## src/rtl/spi_master.sv

```systemverilog
// SPI mode-3 master that alternately polls a gyroscope and an accelerometer,
// sending a read command and returning one data byte per transaction.
module spi_master #(
    parameter int         CLK_DIV    = 2,
    parameter int         GAP_CYCLES = 4,
    parameter logic [5:0] GYRO_ADDR  = 6'h0F,
    parameter logic [5:0] ACCEL_ADDR = 6'h00
) (
    input  logic       clk,
    input  logic       reset,
    output logic       read_ready,
    output logic [7:0] read_data,
    output logic       SCLK,
    output logic       MOSI,
    input  logic       MISO_G,
    output logic       SS_G,
    input  logic       MISO_A,
    output logic       SS_A
);

    localparam logic [2:0] ST_GAP   = 3'd0;
    localparam logic [2:0] ST_SETUP = 3'd1;
    localparam logic [2:0] ST_SHIFT = 3'd2;
    localparam logic [2:0] ST_HOLD  = 3'd3;
    localparam logic [2:0] ST_DONE  = 3'd4;

    localparam int MAXC = (CLK_DIV > GAP_CYCLES) ? CLK_DIV : GAP_CYCLES;
    localparam int CW   = (MAXC > 1) ? $clog2(MAXC) : 1;
    localparam logic [CW-1:0] DIV_LAST = CW'(CLK_DIV - 1);
    localparam logic [CW-1:0] GAP_LAST = CW'(GAP_CYCLES - 1);

    logic [2:0]    state, state_n;
    logic [CW-1:0] cnt, cnt_n;
    logic [3:0]    bit_idx, bit_n;
    logic          phase, phase_n;    // 0: SCLK low half, 1: SCLK high half
    logic          target, target_n;  // 0: gyro, 1: accel
    logic [7:0]    shreg;
    logic [7:0]    cmd_n;
    logic          active_n, mosi_n, sample;

    always_comb begin
        state_n  = state;
        cnt_n    = cnt + CW'(1);
        bit_n    = bit_idx;
        phase_n  = phase;
        target_n = target;
        case (state)
            ST_GAP: begin
                if (cnt == GAP_LAST) begin
                    state_n = ST_SETUP;
                    cnt_n   = '0;
                end
            end
            ST_SETUP: begin
                if (cnt == DIV_LAST) begin
                    state_n = ST_SHIFT;
                    cnt_n   = '0;
                    bit_n   = 4'd0;
                    phase_n = 1'b0;
                end
            end
            ST_SHIFT: begin
                if (cnt == DIV_LAST) begin
                    cnt_n = '0;
                    if (!phase) begin
                        phase_n = 1'b1;
                    end else if (bit_idx == 4'd15) begin
                        state_n = ST_HOLD;
                    end else begin
                        phase_n = 1'b0;
                        bit_n   = bit_idx + 4'd1;
                    end
                end
            end
            ST_HOLD: begin
                if (cnt == DIV_LAST) begin
                    state_n = ST_DONE;
                    cnt_n   = '0;
                end
            end
            ST_DONE: begin
                state_n  = ST_GAP;
                cnt_n    = '0;
                target_n = ~target;
            end
            default: begin
                state_n = ST_GAP;
                cnt_n   = '0;
            end
        endcase
    end

    // MISO is captured on the clock that raises SCLK; only the data half counts
    assign sample = (state == ST_SHIFT) && !phase && (cnt == DIV_LAST) && bit_idx[3];

    // Pin values are decoded from the next state so every output is a flop
    always_comb begin
        active_n = (state_n == ST_SETUP) || (state_n == ST_SHIFT) || (state_n == ST_HOLD);
        cmd_n    = {1'b1, 1'b0, (target_n ? ACCEL_ADDR : GYRO_ADDR)};
        case (state_n)
            ST_SETUP: mosi_n = cmd_n[7];
            ST_SHIFT: mosi_n = bit_n[3] ? 1'b0 : cmd_n[~bit_n[2:0]];
            ST_HOLD:  mosi_n = 1'b0;
            default:  mosi_n = 1'b1;
        endcase
    end

    always_ff @(posedge clk or negedge reset) begin
        if (!reset) begin
            state      <= ST_GAP;
            cnt        <= '0;
            bit_idx    <= '0;
            phase      <= 1'b0;
            target     <= 1'b0;
            shreg      <= '0;
            SCLK       <= 1'b1;
            MOSI       <= 1'b1;
            SS_G       <= 1'b1;
            SS_A       <= 1'b1;
            read_ready <= 1'b0;
            read_data  <= '0;
        end else begin
            state      <= state_n;
            cnt        <= cnt_n;
            bit_idx    <= bit_n;
            phase      <= phase_n;
            target     <= target_n;
            if (sample)
                shreg <= {shreg[6:0], (target ? MISO_A : MISO_G)};
            SCLK       <= !((state_n == ST_SHIFT) && !phase_n);
            MOSI       <= mosi_n;
            SS_G       <= !(active_n && !target_n);
            SS_A       <= !(active_n && target_n);
            read_ready <= (state_n == ST_DONE);
            if (state_n == ST_DONE)
                read_data <= shreg;
        end
    end

endmodule

```

## config.mk

```make
export PLATFORM = sky130hd
export DESIGN_NAME = spi_master
export DESIGN_NICKNAME = d
export VERILOG_FILES = /design/src/rtl/spi_master.sv
export SDC_FILE = /design/constraint.sdc
export NUM_CORES = 1
export LEC_CHECK = 0
export BUFFER_PORTS_ARGS = -buffer_cell sky130_fd_sc_hd__buf_2
export CAP_MARGIN = 20
export CELL_PAD_IN_SITES_DETAIL_PLACEMENT = 0
export CELL_PAD_IN_SITES_GLOBAL_PLACEMENT = 1
export CORE_MARGIN = 5
export CORE_UTILIZATION = 48
export DETAILED_ROUTE_END_ITERATION = 7
export HOLD_SLACK_MARGIN = 0.03
export PLACE_DENSITY_LB_ADDON = 0.3
export SYNTH_ARGS = -nofsm -noshare
export SYNTH_HDL_FRONTEND = slang
export SYNTH_SLANG_ARGS = --single-unit
```

## constraint.sdc

```tcl
create_clock -name clk -period 3.02 [get_ports clk]
set_input_delay 0.604 -clock clk [delete_from_list [all_inputs] [get_ports clk]]
set_output_delay 0.604 -clock clk [all_outputs]
set_load 0.01 [all_outputs]
```

==> results list <==
* Status: finished, final reports clean
* Share of the cycle needed by the critical path after routing: 0.625
* Maximum root-to-sink buffer count: 2
- Area of all placed cells without fillers: 1610 sq um
- Cell-by-cell listing of the critical path: ha_1 > and2b_2 > and2_2 > nand3b_2 > mux2_2
- The number of nets handed over by synthesis was 135.
* CTS H-tree depth: 2
* Count of routing violations after the opening detailed-route iteration: 11
- Synthesis-stage register bit count: 32
- The largest single stage delay on the critical path is 420 ps.
* Headroom to the max-slew limit: 0.546
- Pwr Total: a little over 700 uW
- Cts bufs inserted: 5
- The count of cells in the finished layout, fillers not included, comes to 181.
* Placement Rows: 20
- Via count: 954
* Leading cell type in the layout, fill and taps excluded: sky130_fd_sc_hd__nand2_1
* Power density over the cells: 438 nW/um^2
- Dividing the detail-routed wire length by the instance count gives 14.0 um.
- Across the run, the number of max-cap violations was 0.
* Clock insertion delay at the later pin of the skew report: 330 ps
- Post-synthesis to final-layout area growth: 10.4%
- Based on the critical path, the design can be clocked at up to 530 MHz.
* Data required, critical path: 3240 ps
- Setup repair after global routing left no endpoint under its margin.
- The critical path is of the reg2reg type.
* Count of TritonRoute iterations in the first routing pass: 4
- Number of global-route vias before repair: 1004
- In the routed design, unresolved DRC markers number 0.
- Synth Instances: 127
- The first global-routing pass estimated about 4.6 mm of wire.
* Arrival time at the worst endpoint: 2110 ps
- Dividing the synthesized area by the synthesized cell count gives roughly 11 sq um.
* Remaining antenna violation count: 0
- The worst register-to-register path has a setup slack of ~1100 ps.
- Total gr overflow: 0
* Total negative setup slack: 0 ps
* Post-Place Cell Area: 1550 sq um
- Entering global routing, the biggest net connects 33 pins.
* Distinct cell type count of the synthesized netlist: 36
- 17 I/O pins were placed.
- The initial antenna violation count was 0.
- The min-delay analysis places its worst path in the category in2async.
- Yosys printed 0 warnings.
- Die Footprint: 4240 sq um
- The congestion estimate from routability-driven global placement came to around 0.8.
- Counting flops with an async set or reset pin after synthesis yields a share of 1.00.
- Share of the synthesized area in the top cell type: 0.481
- Summed over all cells, the static leakage comes to about 0.0008 uW.
* Final number of max-transition violations: 0
- In this run the worst path has a maximum fanout of 9.
- Die Height: about 65 um
- Family with the most delay on the worst path: simple AND/OR/NAND/NOR gates
* Synth Cell Area: 1460 sq um
* Crit path buffers/inverters: 0
- Of the cells placed in the final design, the portion with a size suffix greater than 1 is 0.311.
- At the pin with the least slew margin, the transition time is 681 ps.
- TritonCTS built the clock tree.
- Across the VDD grid, the largest voltage drop is 0.000310 V.
- In this run, post-CTS hold repair placed 0 buffers.
* Port Buffer Count: 16
- Dividing the detail-routed via count by the number of cells gives 5.27.
* Die span in x: 65.1 um
* Sequential element share of the synthesized area: 0.553
- Final routed wirelength across all metal layers: 2.53 mm
- The initial utilization of the core area, before any placement, comes to 0.489.
* Clock period minus final worst setup slack: 1890 ps
- Largest clock skew in the final design: 6.41 ps
* Clock-pin slew on the worst setup and hold paths: 100 ps
- After detailed placement, the design holds a cell count of 173.
- Startpoint type of the worst setup path: flop
- Number of hold-slack violations in the final timing report: 0
* Final setup violation count: 0
- Area contributors post-synth: sky130_fd_sc_hd__dfrtp_1 (48%), sky130_fd_sc_hd__nand2_1 (8.5%), sky130_fd_sc_hd__dfstp_2 (7.2%), sky130_fd_sc_hd__mux2_2 (7.0%), sky130_fd_sc_hd__ha_1 (3.4%)
* Type of destination of the critical path: flop
* Post-cts repair resize count: 0
- Buffer count from post-CTS setup fixing: 0
* Overall Global Routing Usage: 0.146
- On the critical path, the stage with the largest delay is an instance of sky130_fd_sc_hd__dfrtp_1.
* NumNets Final: 155
* ANT cells: 0
- Leaving out fill and tap cells, the most frequent cells in the layout are sky130_fd_sc_hd__nand2_1 (33), sky130_fd_sc_hd__dfrtp_1 (28), sky130_fd_sc_hd__buf_2 (16).
* Clock sinks: 32
- The most used flip-flop cell after synthesis is sky130_fd_sc_hd__dfrtp_1.
- Top cell type by total area after synthesis: sky130_fd_sc_hd__dfrtp_1
- Detailed placement finished with a half-perimeter wire length of about 1.8 mm.
* Core region area: 2980 sq um
* Root buffer selected by CTS: sky130_fd_sc_hd__clkbuf_4
- Counting flops with a built-in enable in the synthesized netlist gives 0.
-- through the flow --
stage / worst slack (ps) / util / hold slack [ps]
6_report: 1130 / 0.540 / 296
5_1_grt: 1020 / 0.540 / 326
4_1_cts: 1130 / 0.540 / 311
2_1_floorplan: 1300 / - / 308
3_3_place_gp: 1180 / 0.519 / 451
3_5_place_dp: 1130 / 0.519 / 460
-- state kept, by name (all words and copies together), names as in the netlist, 2 cells and up --
register / cells
bit_idx: 4
shreg: 8
cnt: 2
read_data: 8
state: 3
-- final cells by class --
cell class | instances | area [sq um]
inverters | 6 | 22.5
well taps | 33 | 41.3
fillers | 261 | 1370
clock inverters | 1 | 7.51
repair buffers | 16 | 80.1
flip-flops and latches | 32 | 806
multi-input cells | 86 | 597
clock buffers | 7 | 55.1
-- power by group --
part | leakage (uW) | switching [uW] | internal, uW
sequential | 0.000396 | 1.66 | 431
clock | 0.0000315 | 147 | 114
combinational | 0.000373 | 8.86 | 2.85
-- metal layers --
metal  wire [um]  track usage
met5           0            0
met4          58       0.0984
met3          95       0.0444
met2        1230        0.238
met1        1150        0.164
-- worst paths after layout --
check                                    startpoint                  endpoint  cells after the start
max in group asynchronous                     reset  read_data[7]$_DFFE_PN0P_                      1
min in group clk           read_data[6]$_DFFE_PN0P_  read_data[6]$_DFFE_PN0P_                      2
max reg2reg                        cnt[0]$_DFF_PN0_      shreg[4]$_DFFE_PN0P_                      5
min reg2reg                read_data[6]$_DFFE_PN0P_  read_data[6]$_DFFE_PN0P_                      2
min                                           reset  read_data[4]$_DFFE_PN0P_                      1
max                                cnt[0]$_DFF_PN0_      shreg[4]$_DFFE_PN0P_                      5
-- kinds of logic after synthesis --
family                     synth area share
adders and majority gates            0.0343
buffers and inverters                0.0378
and+or+nand+nor                       0.214
xor gates and xnor gates             0.0120
DFF                                   0.553
muxes                                0.0901
AOI/OAI and AO/OA                    0.0592
-- synth_stat cells, types with 2 or more instances --
master                     n
sky130_fd_sc_hd__mux2i_1   3
sky130_fd_sc_hd__ha_1      4
sky130_fd_sc_hd__inv_1     5
sky130_fd_sc_hd__dfrtp_1  28
sky130_fd_sc_hd__o21ai_0   5
sky130_fd_sc_hd__nor2_1    5
sky130_fd_sc_hd__mux2_2    9
sky130_fd_sc_hd__dfstp_2   4
sky130_fd_sc_hd__a21oi_1   2
sky130_fd_sc_hd__and2b_1   2
sky130_fd_sc_hd__nor3_1    2
sky130_fd_sc_hd__nand2_1  33
sky130_fd_sc_hd__xor2_1    2
No activity file was read; power rests on OpenSTA's default activity.
